===== config.mk =====
export PLATFORM = sky130hd
export DESIGN_NAME = ssb_uart_tx
export DESIGN_NICKNAME = d
export VERILOG_FILES = /design/src/rtl/ssb_uart_tx.sv
export SDC_FILE = /design/constraint.sdc
export NUM_CORES = 1
export LEC_CHECK = 0
export ABC_AREA = 1
export CORE_MARGIN = 2
export CORE_UTILIZATION = 54
export DETAILED_ROUTE_END_ITERATION = 7
export PLACE_DENSITY = 0.74
export REMOVE_ABC_BUFFERS = 1
export SETUP_SLACK_MARGIN = 0.5
export SYNTH_ARGS = -nofsm -noshare
export SYNTH_HDL_FRONTEND = slang
export SYNTH_SLANG_ARGS = --single-unit

===== constraint.sdc =====
create_clock -name clk_sys -period 3.05 [get_ports clk_sys]
set_input_delay 0.61 -clock clk_sys [delete_from_list [all_inputs] [get_ports clk_sys]]
set_output_delay 0.61 -clock clk_sys [all_outputs]
set_load 0.005 [all_outputs]

===== src/rtl/ssb_uart_tx.sv =====
// Memory-mapped 8N1 UART transmitter with byte FIFO on the shared system bus.
// Define UART_TX_IRQ_EN to enable the CTRL register and the registered irq_o output.
module ssb_uart_tx #(
    parameter int unsigned FifoDepth  = 16,
    parameter logic [15:0] DefaultDiv = 16'd867
) (
    input  logic        clk_sys,
    input  logic        rst_sys_n,
    input  logic        req_i,
    input  logic        we_i,
    input  logic [3:0]  be_i,
    input  logic [31:0] addr_i,
    input  logic [31:0] wdata_i,
    output logic [31:0] rdata_o,
    output logic        tx_o,
    output logic        irq_o
);

    localparam int unsigned AW = $clog2(FifoDepth);
    localparam int unsigned LW = AW + 1;

    typedef enum logic [1:0] {IDLE, START, DATA, STOP} state_e;

    state_e          state_q, state_d;
    logic [7:0]      mem [FifoDepth];
    logic [AW-1:0]   wptr, rptr;
    logic [LW-1:0]   level;
    logic            full, empty, push_req, push_ok, pop;
    logic            sel_data, sel_status, sel_div, sel_ctrl, wr;
    logic [15:0]     div_q, bit_div, baud_cnt;
    logic [2:0]      bit_cnt;
    logic [7:0]      shreg;
    logic            tick, ovf_q, ctrl_en;
    logic [31:0]     status_w, rdata_d;
    logic            unused_bits;

    assign unused_bits = ^{addr_i[31:4], addr_i[1:0], be_i[3:2], wdata_i[31:16]};

    assign wr         = req_i & we_i;
    assign sel_data   = addr_i[3:2] == 2'd0;
    assign sel_status = addr_i[3:2] == 2'd1;
    assign sel_div    = addr_i[3:2] == 2'd2;
    assign sel_ctrl   = addr_i[3:2] == 2'd3;

    assign full     = level == LW'(FifoDepth);
    assign empty    = level == '0;
    assign push_req = wr & sel_data & be_i[0];
    assign pop      = (state_q == IDLE) & ~empty;
    // A full FIFO still accepts a push when the transmitter pops in the same cycle.
    assign push_ok  = push_req & (~full | pop);

    always_ff @(posedge clk_sys) begin
        if (push_ok) mem[wptr] <= wdata_i[7:0];
    end

    always_ff @(posedge clk_sys or negedge rst_sys_n) begin
        if (!rst_sys_n) begin
            wptr  <= '0;
            rptr  <= '0;
            level <= '0;
        end else begin
            if (push_ok) wptr <= wptr + AW'(1);
            if (pop)     rptr <= rptr + AW'(1);
            case ({push_ok, pop})
                2'b10:   level <= level + LW'(1);
                2'b01:   level <= level - LW'(1);
                default: level <= level;
            endcase
        end
    end

    always_ff @(posedge clk_sys or negedge rst_sys_n) begin
        if (!rst_sys_n) begin
            div_q <= DefaultDiv;
            ovf_q <= 1'b0;
        end else begin
            if (wr && sel_div) begin
                if (be_i[0]) div_q[7:0]  <= wdata_i[7:0];
                if (be_i[1]) div_q[15:8] <= wdata_i[15:8];
            end
            if (push_req && full && !pop)
                ovf_q <= 1'b1;
            else if (wr && sel_status && be_i[0] && wdata_i[3])
                ovf_q <= 1'b0;
        end
    end

`ifdef UART_TX_IRQ_EN
    logic irq_q;

    always_ff @(posedge clk_sys or negedge rst_sys_n) begin
        if (!rst_sys_n) begin
            ctrl_en <= 1'b0;
            irq_q   <= 1'b0;
        end else begin
            if (wr && sel_ctrl && be_i[0]) ctrl_en <= wdata_i[0];
            irq_q <= ctrl_en & ((empty & (state_q == IDLE)) | ovf_q);
        end
    end

    assign irq_o = irq_q;
`else
    assign ctrl_en = 1'b0;
    assign irq_o   = 1'b0;
`endif

    assign tick = baud_cnt == bit_div;

    always_ff @(posedge clk_sys or negedge rst_sys_n) begin
        if (!rst_sys_n) state_q <= IDLE;
        else            state_q <= state_d;
    end

    always_comb begin
        state_d = state_q;
        case (state_q)
            IDLE:    if (!empty) state_d = START;
            START:   if (tick) state_d = DATA;
            DATA:    if (tick && bit_cnt == 3'd7) state_d = STOP;
            STOP:    if (tick) state_d = IDLE;
            default: state_d = IDLE;
        endcase
    end

    always_comb begin
        case (state_q)
            START:   tx_o = 1'b0;
            DATA:    tx_o = shreg[0];
            default: tx_o = 1'b1;
        endcase
    end

    // Divisor is captured at pop so DIV writes only affect the next frame.
    always_ff @(posedge clk_sys or negedge rst_sys_n) begin
        if (!rst_sys_n) begin
            shreg    <= '0;
            bit_div  <= '0;
            baud_cnt <= '0;
            bit_cnt  <= '0;
        end else if (state_q == IDLE) begin
            if (!empty) begin
                shreg    <= mem[rptr];
                bit_div  <= div_q;
                baud_cnt <= '0;
                bit_cnt  <= '0;
            end
        end else if (tick) begin
            baud_cnt <= '0;
            if (state_q == DATA) begin
                shreg   <= {1'b0, shreg[7:1]};
                bit_cnt <= bit_cnt + 3'd1;
            end
        end else begin
            baud_cnt <= baud_cnt + 16'd1;
        end
    end

    always_comb begin
        status_w           = '0;
        status_w[0]        = full;
        status_w[1]        = empty;
        status_w[2]        = (state_q != IDLE) | ~empty;
        status_w[3]        = ovf_q;
        status_w[8 +: LW]  = level;
    end

    always_comb begin
        rdata_d = '0;
        if (req_i && !we_i) begin
            if (sel_status)    rdata_d = status_w;
            else if (sel_div)  rdata_d = {16'h0, div_q};
            else if (sel_ctrl) rdata_d = {31'h0, ctrl_en};
        end
    end

    always_ff @(posedge clk_sys or negedge rst_sys_n) begin
        if (!rst_sys_n) rdata_o <= '0;
        else            rdata_o <= rdata_d;
    end

endmodule

==> results.yml <==
routing:
  vias: 6651
  wl_per_cell_um: 16.9
  wl_mm: 20.7
  first_iter_violations: 505
  via_per_inst: 5.43
  drc_errors: 0
  detail-route-antenna-nets: 0
  drtPass1Iterations: 7
sta:
  period_minus_slack_ns: 2.37
  rsz0062_at_grt: "no"
  setup_tns_ns: 0
  finClkSkew_ns: 0.0269
  min_period_over_period_pct: 77.8
  drv_slew: 0
  relSlewSlack_pct: 44.4
  finalSetupViolations: 0
  hold_viol: 0
  worst_slew_pin_slew_ns: 0.832
  setup_slack_ns: 0.677
  fmax_ghz: 0.421
setup_path:
  path_max_fanout: 5
  crit_family: "flip-flops"
  reg2reg_from: "state_q[1]$_DFFE_PN0P_"
  cp.buffers_inverters: 2
  r2r_slack_ns: 0.86
  path_cells: "inv_2, ha_2, or2_2, nand2_1, dlygate4sd2_1"
  cp-end-kind: "output port"
  crit_type: "flop to output port"
  cp_slowest_cell: "dfrtp_1"
  crit_path_start_kind: "flop"
  r2r_end: "shreg[0]$_DFFE_PN0P_"
  cpPeakStageDelay_ns: 0.41
  worstPathArrival_ns: 1.76
  cp.required_ns: 2.44
  reg2reg_depth: 9
clock_tree:
  insertion_delay_ns: 0.51
  clock-root-buffer: "clkbuf_16"
  clockBufferDepth: 3
  cts_tree: "done"
  cts_max_level: 1
  cts_buffers: 23
  cts_sinks: 219
  ctsHoldBuffers: 0
  clk_pin_slew_ns: 0.06
floorplanning:
  initial_core_util_pct: 54.5
  die-area_mm2: 0.0191
  fp.coreArea_mm2: 0.0178
  num_io_pins: 106
  fp.dieW_um: 138
  die_y_um: 138
  row_count: 49
yosys:
  syn_inst: 923
  yosys_warnings: 0
  syn_area_mm2: 0.00973
  yosysSeqAreaShare_pct: 63.0
  synth_top_area_share_pct: 39.5
  netlist_top_cells_area: "edfxtp_1 (40%), dfrtp_1 (22%), nand2_1 (5.4%)"
  ys_ff_latch: 219
  syn_avg_cell_area_um2: 10.5
  ys_types: 36
  synth_area_leader_cell: "edfxtp_1"
pwr:
  switching_share_pct: 23.2
  combPwrFrac_pct: 7.1
  power.leakage_uw: 0.00448
  clkPwrFrac_pct: 41.6
  power.density_mw_per_mm2: 593
  p_int_uw: 5070
  ir_worst_vdd_uv: 442
  p_seq_share_pct: 51.3
  power.switching_uw: 1530
finish:
  fin_area_mm2: 0.0111
  diodes: 0
  drive_above_1_share_pct: 11.4
  nets: 1065
  fillCellCount: 1394
  area_growth_syn_to_layout_pct: 14.3
min_path:
  min_path_type: "input pin to async pin"
placement:
  dpl.hpwl_mm: 12.9
  placed_area_mm2: 0.0104
  place_ws_ns: 0.460
  gp_congestion: 0.831
  port_buffers: 40
global_routing:
  grt_antenna_before_repair: 0
  grt-ovfl-total: 0
  grt_pass1_vias: 6542
  grt_max_degree: 92
  grt_use_total_pct: 22.1
  grt_pass1_wl_mm: 34.0
run_status:
  outcome: "finished, final reports clean"
flow_run:
  max-cap-violations: 0
state kept, by name, summed over array words and instances (netlist names), 2 cells and up:
name	count
baud_cnt	16
bit_cnt	3
bit_div	16
div_q	16
level	5
mem	128
rdata_o	16
rptr	4
shreg	8
state_q	2
wptr	4
cell type report:
| type | count | area, um2 | share of cell area (%) |
|---|---|---|---|
| clock inverter | 8 | 100 | 0.900 |
| clock buffer | 34 | 641 | 5.76 |
| multi-input combinational | 579 | 3010 | 27.1 |
| sequential | 219 | 6130 | 55.1 |
| timing repair buffer | 70 | 634 | 5.70 |
| inverter | 86 | 323 | 2.90 |
| tap | 229 | 287 | 2.58 |
synthesized netlist by cell type (all sizes together):
cell and count:
clkbuf 11, buf 44, nand2 143, inv 83, o211ai 28, dfrtp 85, clkinv 3, edfxtp 128
nand3 50, nand4 8, conb 1, nor3 11, dfstp 6, o22ai 9, o21ai 111, xor2 29
ha 14, o21bai 1, a21oi 37, nor4 2, or2 11, xnor2 4, nor2 104
per-stage QoR:
| stage | hold slack (ns) | util [%] | std cells | power, uW |
|---|---|---|---|---|
| after detailed placement | 0.451 | 58.1 | 1182 | 3900 |
| after global placement | 0.449 | 58.1 | 1182 | 3880 |
| after floorplan | 0.314 | - | 884 | 3680 |
| after CTS | 0.163 | 62.3 | 1225 | 6620 |
| after global routing | 0.197 | 62.3 | 1225 | 6830 |
| final | 0.138 | 62.3 | 1225 | 6590 |
how the worst max path moves through the flow:
| stage | from | endpoint | slack (ns) | cells past startpoint |
|---|---|---|---|---|
| final | state_q[0]$_DFFE_PN0P_ | tx_o | 0.68 | 5 |
| after global routing | state_q[0]$_DFFE_PN0P_ | tx_o | 0.58 | 5 |
| after CTS | state_q[0]$_DFFE_PN0P_ | tx_o | 0.66 | 5 |
| after detailed placement | we_i | mem[7][4]$_DFFE_PP_ | 0.46 | 10 |
| after global placement | we_i | mem[7][4]$_DFFE_PP_ | 0.52 | 10 |
| after floorplan | rptr[0]$_DFFE_PN0P_ | shreg[1]$_DFFE_PN0P_ | 0.26 | 9 |
routing by layer:
metal  GRT usage, %  vias up  wire length (um)
li1               -     3209                 -
met1           30.7     3197              9130
met2           36.8      209              9970
met3           3.81       36              1220
met4           5.32        0               404
met5              0        -                 0
layout by cell type (no fill, tap or decap), types with 29 or more instances in the layout:
cell             Yosys  routed
a21oi_1             36      36
buf_4               22      30
clkdlybuf4s50_1      0      38
dfrtp_1             85      84
edfxtp_1           128     128
inv_1               77      76
nand2_1            139     139
nand3_1             46      46
nor2_1             100     100
o21ai_0             96      96
xor2_1              29      29
power by group through the flow:
stage                     combinational (uW)  clock [uW]  sequential (uW)
final                                    468        2740             3380
after global routing                     535        2900             3400
after CTS                                472        2770             3380
after detailed placement                 466           0             3440
after global placement                   448           0             3430
after floorplan                          282           0             3400
repair_timing:
item | in CTS | in global routing
endpoints found under the setup margin | 1 | 0
resized for setup | 3 | 0
hold endpoints to repair | 0 | 0
setup buffers | 1 | 0
cell families after synthesis:
family,Yosys count,synth area share [%]
simple gates,329,14.7
flops,219,63.0
compound gates,186,10.8
buf+inv,141,6.73
xor+xnor,33,2.97
fa+ha+maj,14,1.80
other cells,1,0.0385
Power figures use the tool's default switching activity.
